--- config.mk ---
export PLATFORM = sky130hd
export DESIGN_NAME = qspi_sram_responder_flat
export DESIGN_NICKNAME = d
export VERILOG_FILES = /design/src/rtl/qspi_sram_responder_if.sv /design/src/rtl/qspi_sram_responder.sv /design/src/flat_wrapper.sv
export SDC_FILE = /design/constraint.sdc
export NUM_CORES = 1
export LEC_CHECK = 0
export BUFFER_PORTS_ARGS = -buffer_cell sky130_fd_sc_hd__buf_4
export CAP_MARGIN = 0
export CORE_UTILIZATION = 45
export CTS_CLUSTER_DIAMETER = 150
export DETAILED_ROUTE_END_ITERATION = 6
export MAX_ROUTING_LAYER = met4
export PLACE_DENSITY = 0.66
export SYNTH_ARGS = -nofsm -noshare
export SYNTH_HDL_FRONTEND = slang
export SYNTH_SLANG_ARGS = --single-unit
--- constraint.sdc ---
create_clock -name clk -period 2.3 [get_ports clk]
set_input_delay 0.23 -clock clk [delete_from_list [all_inputs] [get_ports clk]]
set_output_delay 0.23 -clock clk [all_outputs]
set_load 0.02 [all_outputs]
--- src/rtl/qspi_sram_responder_if.sv ---
// Bus bundle between a quad-SPI SRAM initiator, the responder and its backing memory.
interface qspi_sram_responder_if #(
    parameter int MEM_ADDR_WIDTH = 16
);
    logic                      sram_cs_n;
    logic                      sram_sck;
    logic [3:0]                sram_sio_i;
    logic [3:0]                sram_sio_o;
    logic                      sram_sio_oe;
    logic [MEM_ADDR_WIDTH-1:0] mem_addr;
    logic                      mem_re;
    logic [7:0]                mem_rdata;
    logic                      mem_we;
    logic [7:0]                mem_wdata;
    logic                      quad_mode;
    logic                      cmd_error;

    // Responder side
    modport slave (
        input  sram_cs_n, sram_sck, sram_sio_i, mem_rdata,
        output sram_sio_o, sram_sio_oe, mem_addr, mem_re, mem_we, mem_wdata,
        quad_mode, cmd_error
    );

    // Initiator / memory side
    modport master (
        output sram_cs_n, sram_sck, sram_sio_i, mem_rdata,
        input  sram_sio_o, sram_sio_oe, mem_addr, mem_re, mem_we, mem_wdata,
        quad_mode, cmd_error
    );
endinterface

--- src/rtl/qspi_sram_responder.sv ---
// Device-side quad-SPI serial SRAM: oversamples the SIO bus in the clk domain,
// decodes EQIO/RSTQIO/READ/WRITE and serves data from a byte-wide memory port.
module qspi_sram_responder #(
    parameter int ADDR_WIDTH     = 24,
    parameter int MEM_ADDR_WIDTH = 16,
    parameter int DUMMY_CYCLES   = 2
) (
    input  logic                  clk,
    input  logic                  reset_n,
    qspi_sram_responder_if.slave  bus
);
    localparam logic [7:0]            ADDR_LAST  = 8'(ADDR_WIDTH / 4 - 1);
    localparam logic [7:0]            DUMMY_LAST = 8'(DUMMY_CYCLES - 1);
    localparam logic [ADDR_WIDTH-1:0] ADDR_ONE   = ADDR_WIDTH'(1);

    typedef enum logic [2:0] {
        S_IDLE, S_CMD, S_ADDR, S_DUMMY, S_RDATA, S_WDATA, S_IGNORE
    } state_t;

    state_t r_state, w_state_n;

    logic [1:0] r_cs_sync, r_sck_sync;
    logic [3:0] r_sio_m, r_sio;
    logic       r_cs_d, r_sck_d;

    logic [7:0]                r_shift;
    logic [7:0]                r_cnt;
    logic [ADDR_WIDTH-1:0]     r_addr;
    logic [7:0]                r_rbuf, r_nbuf;
    logic                      r_nib, r_is_read, r_re_d, r_quad;
    logic [3:0]                r_sio_o;
    logic                      r_oe, r_mem_re, r_mem_we, r_cmd_error;
    logic [MEM_ADDR_WIDTH-1:0] r_mem_addr;
    logic [7:0]                r_mem_wdata;

    logic                  w_cs_hi, w_cs_fall, w_rise, w_fall;
    logic [7:0]            w_op;
    logic                  w_cmd_last, w_addr_last, w_dummy_last;
    logic                  w_eqio, w_read, w_write, w_rstqio;
    logic [ADDR_WIDTH-1:0] w_addr_n;

    assign w_cs_hi      = r_cs_sync[1];
    assign w_cs_fall    = ~r_cs_sync[1] & r_cs_d;
    assign w_rise       = r_sck_sync[1] & ~r_sck_d;
    assign w_fall       = ~r_sck_sync[1] & r_sck_d;
    assign w_op         = r_quad ? {r_shift[3:0], r_sio} : {r_shift[6:0], r_sio[0]};
    assign w_cmd_last   = r_quad ? (r_cnt == 8'd1) : (r_cnt == 8'd7);
    assign w_addr_last  = (r_cnt == ADDR_LAST);
    assign w_dummy_last = (r_cnt == DUMMY_LAST);
    assign w_addr_n     = {r_addr[ADDR_WIDTH-5:0], r_sio};
    assign w_eqio       = ~r_quad & (w_op == 8'h38);
    assign w_read       =  r_quad & (w_op == 8'h03);
    assign w_write      =  r_quad & (w_op == 8'h02);
    assign w_rstqio     =  r_quad & (w_op == 8'hFF);

    assign bus.sram_sio_o  = r_sio_o;
    assign bus.sram_sio_oe = r_oe;
    assign bus.mem_addr    = r_mem_addr;
    assign bus.mem_re      = r_mem_re;
    assign bus.mem_we      = r_mem_we;
    assign bus.mem_wdata   = r_mem_wdata;
    assign bus.quad_mode   = r_quad;
    assign bus.cmd_error   = r_cmd_error;

    // Two-flop synchronizers plus one delayed copy for edge detection
    always_ff @(posedge clk or negedge reset_n) begin
        if (!reset_n) begin
            r_cs_sync  <= 2'b11;
            r_sck_sync <= 2'b00;
            r_sio_m    <= 4'h0;
            r_sio      <= 4'h0;
            r_cs_d     <= 1'b1;
            r_sck_d    <= 1'b0;
        end else begin
            r_cs_sync  <= {r_cs_sync[0], bus.sram_cs_n};
            r_sck_sync <= {r_sck_sync[0], bus.sram_sck};
            r_sio_m    <= bus.sram_sio_i;
            r_sio      <= r_sio_m;
            r_cs_d     <= r_cs_sync[1];
            r_sck_d    <= r_sck_sync[1];
        end
    end

    // State register
    always_ff @(posedge clk or negedge reset_n) begin
        if (!reset_n) r_state <= S_IDLE;
        else          r_state <= w_state_n;
    end

    // Next-state decode; deselect wins over everything
    always_comb begin
        w_state_n = r_state;
        if (w_cs_hi) begin
            w_state_n = S_IDLE;
        end else begin
            case (r_state)
                S_IDLE:   if (w_cs_fall) w_state_n = S_CMD;
                S_CMD:    if (w_rise && w_cmd_last)
                              w_state_n = (w_read || w_write) ? S_ADDR : S_IGNORE;
                S_ADDR:   if (w_rise && w_addr_last)
                              w_state_n = r_is_read ? S_DUMMY : S_WDATA;
                S_DUMMY:  if (w_rise && w_dummy_last) w_state_n = S_RDATA;
                default:  w_state_n = r_state;
            endcase
        end
    end

    // Datapath: shifting, address tracking, memory strobes and SIO drive
    always_ff @(posedge clk or negedge reset_n) begin
        if (!reset_n) begin
            r_shift     <= 8'h00;
            r_cnt       <= 8'h00;
            r_addr      <= '0;
            r_rbuf      <= 8'h00;
            r_nbuf      <= 8'h00;
            r_nib       <= 1'b0;
            r_is_read   <= 1'b0;
            r_re_d      <= 1'b0;
            r_quad      <= 1'b0;
            r_sio_o     <= 4'h0;
            r_oe        <= 1'b0;
            r_mem_re    <= 1'b0;
            r_mem_we    <= 1'b0;
            r_cmd_error <= 1'b0;
            r_mem_addr  <= '0;
            r_mem_wdata <= 8'h00;
        end else begin
            r_mem_re    <= 1'b0;
            r_mem_we    <= 1'b0;
            r_cmd_error <= 1'b0;
            r_re_d      <= r_mem_re;
            if (w_cs_hi) begin
                r_oe  <= 1'b0;
                r_cnt <= 8'h00;
                r_nib <= 1'b0;
            end else begin
                case (r_state)
                    S_IDLE: begin
                        r_cnt   <= 8'h00;
                        r_shift <= 8'h00;
                        r_nib   <= 1'b0;
                    end
                    S_CMD: if (w_rise) begin
                        r_shift <= w_op;
                        r_cnt   <= r_cnt + 8'd1;
                        if (w_cmd_last) begin
                            r_cnt     <= 8'h00;
                            r_is_read <= w_read;
                            if (w_eqio)   r_quad <= 1'b1;
                            if (w_rstqio) r_quad <= 1'b0;
                            if (!(w_eqio || w_read || w_write || w_rstqio)) r_cmd_error <= 1'b1;
                        end
                    end
                    S_ADDR: if (w_rise) begin
                        r_addr <= w_addr_n;
                        r_cnt  <= r_cnt + 8'd1;
                        if (w_addr_last) begin
                            r_cnt <= 8'h00;
                            if (r_is_read) begin
                                r_mem_addr <= w_addr_n[MEM_ADDR_WIDTH-1:0];
                                r_mem_re   <= 1'b1;
                            end
                        end
                    end
                    S_DUMMY: begin
                        if (r_re_d) r_rbuf <= bus.mem_rdata;
                        if (w_rise) begin
                            r_cnt <= r_cnt + 8'd1;
                            if (w_dummy_last) begin
                                r_addr <= r_addr + ADDR_ONE;
                                r_oe   <= 1'b1;
                                r_nib  <= 1'b0;
                            end
                        end
                    end
                    S_RDATA: begin
                        // prefetched byte lands here while the low nibble is still pending
                        if (r_re_d) r_nbuf <= bus.mem_rdata;
                        if (w_fall) begin
                            if (!r_nib) begin
                                r_sio_o    <= r_rbuf[7:4];
                                r_mem_addr <= r_addr[MEM_ADDR_WIDTH-1:0];
                                r_mem_re   <= 1'b1;
                                r_nib      <= 1'b1;
                            end else begin
                                r_sio_o <= r_rbuf[3:0];
                                r_rbuf  <= r_nbuf;
                                r_addr  <= r_addr + ADDR_ONE;
                                r_nib   <= 1'b0;
                            end
                        end
                    end
                    S_WDATA: if (w_rise) begin
                        if (!r_nib) begin
                            r_shift[3:0] <= r_sio;
                            r_nib        <= 1'b1;
                        end else begin
                            r_mem_we    <= 1'b1;
                            r_mem_addr  <= r_addr[MEM_ADDR_WIDTH-1:0];
                            r_mem_wdata <= {r_shift[3:0], r_sio};
                            r_addr      <= r_addr + ADDR_ONE;
                            r_nib       <= 1'b0;
                        end
                    end
                    default: ;
                endcase
            end
        end
    end
endmodule

--- src/flat_wrapper.sv ---
// flat-port wrapper written by rule: the top's interface ports become plain ports
module qspi_sram_responder_flat 
#(
    parameter int ADDR_WIDTH     = 24,
    parameter int MEM_ADDR_WIDTH = 16,
    parameter int DUMMY_CYCLES   = 2
)
  (clk, reset_n, bus_sram_cs_n, bus_sram_sck, bus_sram_sio_i, bus_mem_rdata, bus_sram_sio_o, bus_sram_sio_oe, bus_mem_addr, bus_mem_re, bus_mem_we, bus_mem_wdata, bus_quad_mode, bus_cmd_error);
  qspi_sram_responder_if #(.MEM_ADDR_WIDTH(MEM_ADDR_WIDTH)) bus_i ();
  input  logic clk;
  input  logic reset_n;
  input wire logic [$bits(bus_i.sram_cs_n)-1:0] bus_sram_cs_n;
  input wire logic [$bits(bus_i.sram_sck)-1:0] bus_sram_sck;
  input wire logic [$bits(bus_i.sram_sio_i)-1:0] bus_sram_sio_i;
  input wire logic [$bits(bus_i.mem_rdata)-1:0] bus_mem_rdata;
  output wire logic [$bits(bus_i.sram_sio_o)-1:0] bus_sram_sio_o;
  output wire logic [$bits(bus_i.sram_sio_oe)-1:0] bus_sram_sio_oe;
  output wire logic [$bits(bus_i.mem_addr)-1:0] bus_mem_addr;
  output wire logic [$bits(bus_i.mem_re)-1:0] bus_mem_re;
  output wire logic [$bits(bus_i.mem_we)-1:0] bus_mem_we;
  output wire logic [$bits(bus_i.mem_wdata)-1:0] bus_mem_wdata;
  output wire logic [$bits(bus_i.quad_mode)-1:0] bus_quad_mode;
  output wire logic [$bits(bus_i.cmd_error)-1:0] bus_cmd_error;
  assign bus_i.sram_cs_n = bus_sram_cs_n;
  assign bus_i.sram_sck = bus_sram_sck;
  assign bus_i.sram_sio_i = bus_sram_sio_i;
  assign bus_i.mem_rdata = bus_mem_rdata;
  assign bus_sram_sio_o = bus_i.sram_sio_o;
  assign bus_sram_sio_oe = bus_i.sram_sio_oe;
  assign bus_mem_addr = bus_i.mem_addr;
  assign bus_mem_re = bus_i.mem_re;
  assign bus_mem_we = bus_i.mem_we;
  assign bus_mem_wdata = bus_i.mem_wdata;
  assign bus_quad_mode = bus_i.quad_mode;
  assign bus_cmd_error = bus_i.cmd_error;
  qspi_sram_responder #(.ADDR_WIDTH(ADDR_WIDTH), .MEM_ADDR_WIDTH(MEM_ADDR_WIDTH), .DUMMY_CYCLES(DUMMY_CYCLES)) u_core (.clk(clk), .reset_n(reset_n), .bus(bus_i));
endmodule
==> flow_summary.ini <==
[synthesis]
synth_edf_count = 0
ys_ff_latch = 100
ys_async_sr_fraction_pct = 100
synth_top_area_share_pct = 45.3
synth_cell_types = 66
avgSynthCellArea_um2 = 10.2
yosys_warnings = 0
synth-main-ff-cell = dfrtp_1
ys_seq_area_share_pct = 46.8
synth.most_common_cell = dfrtp_1
synth.area.top_cells = dfrtp_1, mux2_2, nand2_1
synth_nets = 546
postSynthCellCount = 527
synth_area_um2 = 5360
yosys-top-cells-count = dfrtp_1, nand2_1, mux2_2
synth_largest_area_cell = dfrtp_1

[global_route]
antenna_found_initial = 0
grtUsageTotal_pct = 22.4
grt_util_met1_pct = 27.7
grtUsageMet2_pct = 35.4
grt_pass1_wl_um = 21500
grt_max_degree = 59
grt-ovfl-total = 0
grt_use_met3_pct = 5.80
grt_busiest_layer = met2
grt_pass1_vias = 4368

[floorplan]
dieWidth_um = 111
start_util_pct = 46.5
fp.dieH_um = 111
rows = 39
io_pins = 49
coreArea_um2 = 11500
die_area_um2 = 12300

[timing]
setup_ws_ps = 9.99
fmax_ghz = 0.437
period_needed_ps = 2290
fin_crit_sh_pct = 99.6
fin_tns_setup_ps = 0
skew_ps = 7.31
slew_violations = 0
hold_violations = 0
slew_headroom_pct = 61.9
rsz0062_at_grt = true
setup_viol = 0
holdWs_ps = 125
tightestPinTransition_ps = 571

[setup_path]
required_ps = 2580
critPathKind = flip-flop to flip-flop
crit_path_end_kind = flip-flop
worstSetupStartpointType = flip-flop
path_common_cell = or4_4
cp_max_fo = 7
slowest_delay_ps = 580
cp_cell_sequence = or4_4 > or4_4 > buf_12 > buf_6 > a221oi_2 > a2bb2oi_2
cpMaxStageDelayCell = or4_4
arrival_ps = 2570

[placed_design]
preCtsSetupSlack_ps = -20.6
hpwl_um = 8600
routabilityCongestion = 0.871
post_dp_cell_area_um2 = 6030
port_buffers = 48

[clock_tree]
clockBufferDepth = 2
cts_tree = built
cts_sinks = 100
cts_buffers = 9
path_clk_slew_ps = 70
cts_max_level = 3
worstSkewPairLatency_ps = 350
root_buffer = clkbuf_16

[drt]
wl_per_cell_um = 17.4
drt-vias-per-instance = 6.06
ant_nets = 0
routed_wirelength_um = 12900
drtPass1Iterations = 7
drc = 2
vias = 4495
drt_iter0_drc = 326

[finish]
syn_to_final_growth_pct = 22.8
utilization_pct = 57.1
layout-drive-gt1-share_pct = 29.7
fin_area_um2 = 6580
fillers = 963
fin_nets = 613
n_antenna_cell = 0

[power_and_ir_drop]
p_sw_mw = 3.10
p_leak_nw = 2.85
peakVddDrop_mv = 0.547
p_seq_share_pct = 35.5
p_int_mw = 4.70
p_clk_share_pct = 21.3
pwr-share-comb_pct = 43.3
power_density_nw_per_um2 = 1190
swShare_pct = 39.8

[min_path]
hold_class = primary input to flip-flop

[flow_run]
maxCapViolCount = 0

[run_status]
violations = design-rule violations
status = finished with violations
power groups by stage:
stage / combinational (mW) / clock, mW / sequential [mW]
final: 3.38 / 1.66 / 2.77
after CTS: 3.24 / 1.70 / 2.75
after global placement: 3.16 / 0 / 2.76
after floorplan: 2.17 / 0 / 2.73
after global routing: 3.69 / 1.76 / 2.84
after detailed placement: 3.21 / 0 / 2.78
state kept, by name, indices dropped and copies added, names as in the netlist, 2 cells and up:
signal and flops:
u_core.r_nbuf 8, u_core.bus.sram_sio_o 4, u_core.r_sio 4, u_core.r_cs_sync 2
u_core.r_addr 16, u_core.r_sio_m 4, u_core.r_cnt 8, u_core.bus.mem_wdata 8
u_core.r_sck_sync 2, u_core.bus.mem_addr 16, u_core.r_rbuf 8, u_core.r_state 3
u_core.r_shift 7
stage by stage:
stage,power [mW],instances
5_1_grt,8.29,742
3_3_place_gp,5.92,713
4_1_cts,7.70,736
6_report,7.80,742
2_1_floorplan,4.89,527
3_5_place_dp,6.00,713
layout by cell type, fill, tap and decap left out, types with 11 or more instances in the layout:
master | Yosys | final
nand4_1 | 11 | 11
nand3_1 | 22 | 22
a21oi_1 | 21 | 21
dfrtp_1 | 97 | 97
nand2_1 | 69 | 69
mux2i_1 | 19 | 19
mux2_2 | 39 | 39
nor2_1 | 20 | 20
o21ai_0 | 20 | 20
buf_4 | 0 | 87
worst max-delay path: cells and delay by family, from the launching register on:
family | cells | cell delay, ps
compound gates | 2 | 420
buf+inv | 2 | 300
flops | 1 | 390
simple gates | 2 | 1120
per-layer routing:
metal | vias up | routed length [um]
met1 | 2205 | 5740
met3 | 23 | 640
met4 | 0 | 259
met5 | - | 0
li1 | 2104 | -
met2 | 163 | 6260
logic make-up (layout without fill, tap and decap cells):
| family | count (synthesis) | after routing | synth area share [%] |
|---|---|---|---|
| compound gates | 125 | 125 | 18.3 |
| xor+xnor | 1 | 1 | 0.164 |
| fa+ha+maj | 3 | 3 | 0.701 |
| buf+inv | 54 | 126 | 4.13 |
| flops | 100 | 100 | 46.8 |
| mux | 59 | 59 | 12.0 |
| simple gates | 185 | 185 | 17.8 |
worst paths after layout:
check                                    endpoint  cells past startpoint  slack (ps)         startpoint
min in group asynchronous  u_core.bus.mem_addr[2]                      2         410            reset_n
max                              u_core.r_addr[8]                      6          10    u_core.r_cnt[6]
min                              u_core.r_nbuf[2]                      2         130   bus_mem_rdata[2]
min reg2reg                       u_core.r_sio[2]                      0         350  u_core.r_sio_m[2]
max in group asynchronous         u_core.r_cnt[3]                      3        1190            reset_n
max reg2reg                      u_core.r_addr[8]                      6          10    u_core.r_cnt[6]
final cells by class:
class	count	area (um2)	area share, %
clock inverters	5	82.6	1.25
clock buffers	11	243	3.69
flip-flops and latches	100	2510	38.1
repair buffers	100	808	12.3
inverters	10	37.5	0.570
well taps	143	179	2.72
multi-input cells	373	2720	41.4
what timing repair did:
item | CTS | global route
buffers inserted | 0 | 6
hold buffers | 7 | 0
pin swaps | 0 | 6
hold endpoints to repair | 45 | 0
gates cloned | 0 | 0
gates resized for setup | 2 | 16
setup endpoints to repair | 2 | 28
(Power assumes the default switching activity.)
